### src/rtl/vga_layer_scheduler.sv
// vga_layer_scheduler: picks sprite, overlay or background for each pixel and steps the background pattern at frame boundaries.
// Define VGA_LAYER_SCHED_OVERLAY_EN to let the overlay (edge) layer join arbitration.
module vga_layer_scheduler #(
    parameter int STRIPE_DIV      = 9,
    parameter int FRAMES_PER_MODE = 60
) (
    input  logic       CLK,
    input  logic       RST_N,
    input  logic       inDisplayArea,
    input  logic [9:0] CounterX,
    input  logic [8:0] CounterY,
    input  logic       sprite_req,
    input  logic [2:0] sprite_rgb,
    input  logic       edge_req,
    input  logic [2:0] edge_rgb,
    input  logic       mode_next,
    output logic       VGA_R,
    output logic       VGA_G,
    output logic       VGA_B,
    output logic [1:0] grant,
    output logic [1:0] cur_mode
);
    typedef enum logic [1:0] {BLACK, STRIPE, CHECKER, WHITE} mode_t;

    localparam logic [3:0] STRIPE_LAST = 4'(STRIPE_DIV - 1);
    localparam logic [7:0] FRAME_LAST  = 8'(FRAMES_PER_MODE - 1);

    mode_t      mode_q, mode_d;
    logic [7:0] frame_q, frame_d;
    logic [3:0] stripe_q, stripe_d;
    logic       pend_q, pend_d;
    logic [2:0] rgb_q, rgb_d, bg;
    logic [1:0] grant_q, grant_d;
    logic       boundary, advance, ov_req;

`ifdef VGA_LAYER_SCHED_OVERLAY_EN
    assign ov_req = edge_req;
`else
    logic unused_edge;
    assign ov_req      = 1'b0;
    assign unused_edge = edge_req;
`endif

    assign boundary = (CounterX == 10'd0) && (CounterY == 9'd0);

    // Background uses next-state mode and stripe count so pixel (0,0) already shows the new mode.
    always_comb begin
        advance  = boundary && (pend_q || frame_q == FRAME_LAST);
        mode_d   = advance ? mode_t'(mode_q + 2'd1) : mode_q;
        frame_d  = !boundary ? frame_q : advance ? 8'd0 : frame_q + 8'd1;
        pend_d   = boundary ? mode_next : (pend_q | mode_next);
        stripe_d = (CounterX == 10'd0) ? 4'd0 :
                   !inDisplayArea ? stripe_q :
                   (stripe_q == STRIPE_LAST) ? 4'd0 : stripe_q + 4'd1;
        bg       = (mode_d == BLACK)   ? 3'b000 :
                   (mode_d == WHITE)   ? 3'b111 :
                   (mode_d == CHECKER) ? {3{CounterX[3] ^ CounterY[3]}} :
                   {3{stripe_d == STRIPE_LAST}};
        rgb_d    = !inDisplayArea ? 3'b000 : sprite_req ? sprite_rgb : ov_req ? edge_rgb : bg;
        grant_d  = !inDisplayArea ? 2'd3 : sprite_req ? 2'd1 : ov_req ? 2'd2 : 2'd0;
    end

    always_ff @(posedge CLK) begin
        if (!RST_N) begin
            mode_q   <= BLACK;
            frame_q  <= 8'd0;
            stripe_q <= 4'd0;
            pend_q   <= 1'b0;
            rgb_q    <= 3'b000;
            grant_q  <= 2'd3;
        end else begin
            mode_q   <= mode_d;
            frame_q  <= frame_d;
            stripe_q <= stripe_d;
            pend_q   <= pend_d;
            rgb_q    <= rgb_d;
            grant_q  <= grant_d;
        end
    end

    assign {VGA_R, VGA_G, VGA_B} = rgb_q;
    assign grant                 = grant_q;
    assign cur_mode              = mode_q;
endmodule

### config.mk
export PLATFORM = sky130hd
export DESIGN_NAME = vga_layer_scheduler
export DESIGN_NICKNAME = d
export VERILOG_FILES = /design/src/rtl/vga_layer_scheduler.sv
export SDC_FILE = /design/constraint.sdc
export NUM_CORES = 1
export LEC_CHECK = 0
export BUFFER_PORTS_ARGS = -buffer_cell sky130_fd_sc_hd__buf_2
export CORE_ASPECT_RATIO = 1.1
export CORE_MARGIN = 2
export CORE_UTILIZATION = 45
export CTS_BUF_LIST = sky130_fd_sc_hd__clkbuf_8
export DETAILED_ROUTE_END_ITERATION = 8
export GPL_TIMING_DRIVEN = 0
export PLACE_DENSITY = 0.81
export SETUP_SLACK_MARGIN = 0.5
export SYNTH_ARGS = -nofsm -noshare
export SYNTH_HDL_FRONTEND = slang
export SYNTH_SLANG_ARGS = --single-unit
### constraint.sdc
create_clock -name CLK -period 2.08 [get_ports CLK]
set_input_delay 0 -clock CLK [delete_from_list [all_inputs] [get_ports CLK]]
set_output_delay 0 -clock CLK [all_outputs]
set_load 0.05 [all_outputs]
## Word-level counts from Yosys, hierarchy flattened

Index checks and enable logic that the tools add are counted.

- Register bits: 20
- Logic and storage cells: 34
- Output and inout bits: 7

- Bitwise operators: 2
- Mux-type cells: 11
- Reduce and logical (&&, ||, !) cells: 7
- Eq/ne operators: 5
- Add/subtract/negate cells: 3

Operator list:

| cell | count |
|---|---|
| $mux 3 | 4 |
| $mux 4 | 3 |
| $logic_not 10->1 | 1 |
| $logic_not 9->1 | 1 |
| $add 8x1->8 const B | 1 |
| $eq 4x4->1 const B | 2 |
| $eq 8x6->1 const B | 1 |
| $mux 8 | 1 |
| $add 4x1->4 const B | 1 |
| $eq 2x2->1 const B | 2 |
| $add 2x1->2 const B | 1 |
| $logic_and 1x1->1 | 2 |
| $logic_not 2->1 | 1 |
| $mux 1 | 2 |
| $mux 2 | 1 |
| $reduce_and 2->1 | 1 |
| $logic_or 1x1->1 | 1 |
| $or 1x1->1 | 1 |
| $xor 1x1->1 | 1 |

## Depth between registers and ports, before layout

- Depth in word-level cells: 9
- Depth in mapped cells: 7

## Worst setup path before layout

OpenSTA, ideal clock, no wires.

- Path type: reg-to-reg
- Start point: register frame_q[0]
- End point: register mode_q[1] (netlist: cur_mode[1])
- Data required time: 1.965 ns
- Stages on the path, launching flop included: 7
- Data arrival time: 1.445 ns
- Setup slack: 0.520 ns
- Cells stage by stage: dfxtp_1 > ha_1 > nor4b_1 > a21o_1 > nand4_1 > xnor2_1 > and2_1

- Cells in the longest elaborated chain, start to end: 4

Ends and longest elaborated chain:

| element | line | source |
|---|---|---|
| start, declared | 29 | `logic [7:0] frame_q, frame_d;` |
| start signal, assigned | 73 | `frame_q <= frame_d;` |
| $eq 8x6->1 | 48 | `advance = boundary && (pend_q \|\| frame_q == FRAME_LAST);` |
| $logic_or 1x1->1 | 48 |  |
| $logic_and 1x1->1 | 48 |  |
| $mux 2 | 49 | `mode_d = advance ? mode_t'(mode_q + 2'd1) : mode_q;` |
| end signal, assigned | 72 | `mode_q <= mode_d;` |
| end, declared | 28 | `mode_t mode_q, mode_d;` |

No other way between the ends.
A chain may end at the register's enable or synchronous reset.

## Final worst setup path

- Start point: register stripe_q[0]
- End point: register rgb_q[0]

- Cells in the longest elaborated chain, start to end: 9
- Elaborated cells on any way between the ends: 10
- Classes of those cells: add/sub (1); eq/ne (2); mux (7)

Ends and longest elaborated chain:

| element | line | source |
|---|---|---|
| start, declared | 30 | `logic [3:0] stripe_q, stripe_d;` |
| start signal, assigned | 74 | `stripe_q <= stripe_d;` |
| $add 4x1->4 / $eq 4x4->1 (equally long branches) | 54 | `(stripe_q == STRIPE_LAST) ? 4'd0 : stripe_q + 4'd1;` |
| $mux 4 | 54 |  |
| $mux 4 (*) | 53 | `!inDisplayArea ? stripe_q :` |
| $mux 4 (*) | 52 | `stripe_d = (CounterX == 10'd0) ? 4'd0 :` |
| $eq 4x4->1 (*) | 58 | `{3{stripe_d == STRIPE_LAST}};` |
| $mux 3 (*) | 57 | `(mode_d == CHECKER) ? {3{CounterX[3] ^ CounterY[3]}} :` |
| $mux 3 (*) | 56 | `(mode_d == WHITE) ? 3'b111 :` |
| $mux 3 (*) | 55 | `bg = (mode_d == BLACK) ? 3'b000 :` |
| $mux 3 (*) | 59 | `rgb_d = !inDisplayArea ? 3'b000 : sprite_req ? sprite_rgb : ov_req ? edge_rgb : bg;` |
| end signal, assigned | 76 | `rgb_q <= rgb_d;` |
| end, declared | 32 | `logic [2:0] rgb_q, rgb_d, bg;` |

Mark *: on every way between the ends. The rest lies on a longest branch, timed or not.

==> impl_metrics.csv <==
group,metric,value,unit
outcome,status,"finished clean",
clock_tree,cts_tree,"done",
detailed_routing,ant_nets,0,
synthesis,yosysWarnings,0,
detailed_routing,vias,1038,
power,powerDensity,547,nW/µm²
clock_tree,path_clk_slew,70,ps
critical_path,cp_num_buf_inv,1,
detailed_routing,route.detailed.drc,0,
die,initial_core_util,0.475,
grt,grt_pass1_wl,4000,µm
critical_path,crit_path_end_kind,"register",
timing,fin_crit,1550,ps
critical_path,crit_path_end,"rgb_q[0]",
hold_path,hp-class,"in -> reg",
die,die_h,54.9,µm
finish,fin_cells,196,
critical_path,worst-r2r-setup-slack,530,ps
synthesis,synth_top_area_share,0.378,
clock_tree,clockBufferDepth,2,
die,core,2230,µm²
critical_path,worst-endpoint-arrival,1750,ps
finish,drive_above_1_share,0.392,
grt,antenna_found_initial,0,
detailed_routing,drt-vias-per-instance,5.30,
clock_tree,root_buffer,"clkbuf_8",
synthesis,yosys.area.top_type,"dfxtp_1",
power,p_leak,0.629,nW
finish,syn_to_final_growth,38.7,%
timing,finalSetupViolations,0,
detailed_routing,drt_iter0_drc,15,
critical_path,worst_ep_required_time,2280,ps
critical_path,critPathTopFamily,"compound AO/OA/AOI/OAI gates",
synthesis,synth_enable_flop_cells,0,
grt,grt_overflow_total,0,
clock_tree,cts_max_level,1,
grt,grt_pass1_vias,987,
finish,num-nets-final,201,
critical_path,cp_slowest_cell,"dfxtp_4",
critical_path,worst-path-stages,6,
timing,slew_viol_final,0,
critical_path,path_cells,"inv_1, ha_1, nand4b_1, a221oi_2, o211ai_1, nand2_1",
timing,worstMarginPinSlew,314,ps
critical_path,cpPeakStageDelay,390,ps
timing,tns,0,ps
flow_run,drv_cap,0,
finish,nFillCells,168,
synthesis,avgSynthCellArea,8.82,µm²
timing,fin_crit_sh,0.743,
die,io_pins,38,
detailed_routing,first_pass_iters,4,
placement,place_inst,182,
synthesis,ys_ff_latch,20,
critical_path,reg2reg_to,"rgb_q[0]",
detailed_routing,wirelength,2530,µm
critical_path,startpoint,"stripe_q[0]",
timing,slew_headroom,0.789,
critical_path,worst-path-max-fanout,8,
placement,place_hpwl,1700,µm
clock_tree,clkSinkCount,20,
clock_tree,clk_latency,250,ps
timing,max_freq,647,MHz
synthesis,synth.top_cells.by_area,"dfxtp_1 (38%), xnor2_1 (7.4%), nand2_1 (5.3%), nor4_2 (4.7%), nor2_1 (4.6%)",
detailed_routing,wl_per_cell,12.9,µm
synthesis,synth_commonest_cells,"dfxtp_1 (20), nand2_1 (15), nor2_1 (13)",
critical_path,reg2reg_depth,6,
synthesis,ys_seq_area_frac,0.378,
grt,grt_max_degree,12,
die,die_w,50.2,µm
clock_tree,cts_buffers,3,
critical_path,critPathKind,"reg -> reg",
synthesis,ys.flop_type,"dfxtp_1",
critical_path,reg2reg_from,"stripe_q[0]",
timing,whs,135,ps
synthesis,syn_nets,154,
placement,place_congestion,0.770,
timing,skew,1.19,ps
placement,port_buffers,32,
timing,finalHoldViolations,0,
timing,rsz0062_at_grt,"false",
power,peakVddDrop,425,µV
grt,grtUsageTotal,0.189,
synthesis,synthCells,120,
finish,fin_util,0.658,
synthesis,ys_types,39,
critical_path,crit_path_start_kind,"register",
die,fp.dieArea,2760,µm²
synthesis,async_flop_share,0,
synthesis,netlist_area,1060,µm²
hold_path,holdPathStages,3,
finish,antenna_cells,0,
die,row_count,18,
synthesis,synth.most_common_cell,"dfxtp_1",
## how the worst min path moves through the flow
stage             startpoint  endpoint  slack [ps]
6_report       inDisplayArea  grant[1]         140
5_1_grt        inDisplayArea  grant[1]         150
4_1_cts        inDisplayArea  grant[1]         120
3_5_place_dp   sprite_rgb[1]  rgb_q[1]         190
3_3_place_gp   sprite_rgb[1]  rgb_q[1]         190
2_1_floorplan  sprite_rgb[1]  rgb_q[1]         100
## per-stage QoR
| stage | instance area (µm²) | power (mW) | setup slack (ps) |
|---|---|---|---|
| final | 1470 | 0.803 | 534 |
| after floorplan | 1060 | 0.461 | 520 |
| after CTS | 1400 | 0.799 | 505 |
| after global routing | 1470 | 0.836 | 453 |
| after global placement | 1260 | 0.495 | 427 |
| after detailed placement | 1260 | 0.500 | 407 |
## placed cells by master (no fill, tap or decap), drive strengths merged, types with 3 or more instances in the layout
cell type / instances
buf: 41
nand4: 4
clkbuf: 4
and3: 3
nor4: 4
dlygate4sd3: 6
nand3: 7
nor3: 4
nor2: 14
nand2: 16
ha: 3
dfxtp: 20
xor2: 4
a21boi: 3
xnor2: 9
a21oi: 3
## power breakdown
part / switching, mW / total [mW] / leakage [nW] / internal (mW)
logic: 0.0560 / 0.112 / 0.435 / 0.0562
clock network: 0.124 / 0.292 / 0.0288 / 0.168
registers: 0.00877 / 0.398 / 0.165 / 0.389
total: 0.189 / 0.803 / 0.629 / 0.614
## per-layer routing
layer  global-route usage  vias to the layer above  part of all wire
met5                    0                        -                 0
met4               0.0926                        0             0.013
met3               0.0355                        4             0.031
met2                0.366                       26              0.56
met1                0.199                      492              0.39
li1                     -                      516                 -
## cells by family after synthesis
family,Yosys count,share of synthesized area
mux,1,0.00946
fa+ha+maj,3,0.0355
simple gates,63,0.348
flops,20,0.378
xor+xnor,13,0.108
buf+inv,7,0.0390
compound gates,13,0.0827
## state kept, by name (all words and copies together), names as in the netlist
name	count
pend_q	1
rgb_q	3
stripe_q	4
grant	2
frame_q	8
cur_mode	2
## layout make-up
class	count	area [µm²]	share of cell area
plain buffers	5	40.0	0.0273
multi-input cells	93	662	0.451
clock buffers	4	55.1	0.0375
well taps	30	37.5	0.0256
flip-flops and latches	20	415	0.283
repair buffers	42	250	0.171
inverters	2	7.51	0.00512
## timing repair
item                                    CTS  global route
resized for setup                         5            15
endpoints found under the setup margin   11            11
endpoints found under the hold margin     8             0
hold buffers                              6             0
pin swaps                                 0            10
setup buffers                             0             4
## worst register-to-register path: stages, from the launching register on
cell      delay (ps)
dfxtp_4          390
inv_1             60
ha_1             280
nand4b_1         210
a221oi_2         280
o211ai_1         170
nand2_1          110
Note: power is estimated with default switching activity, not from simulation.
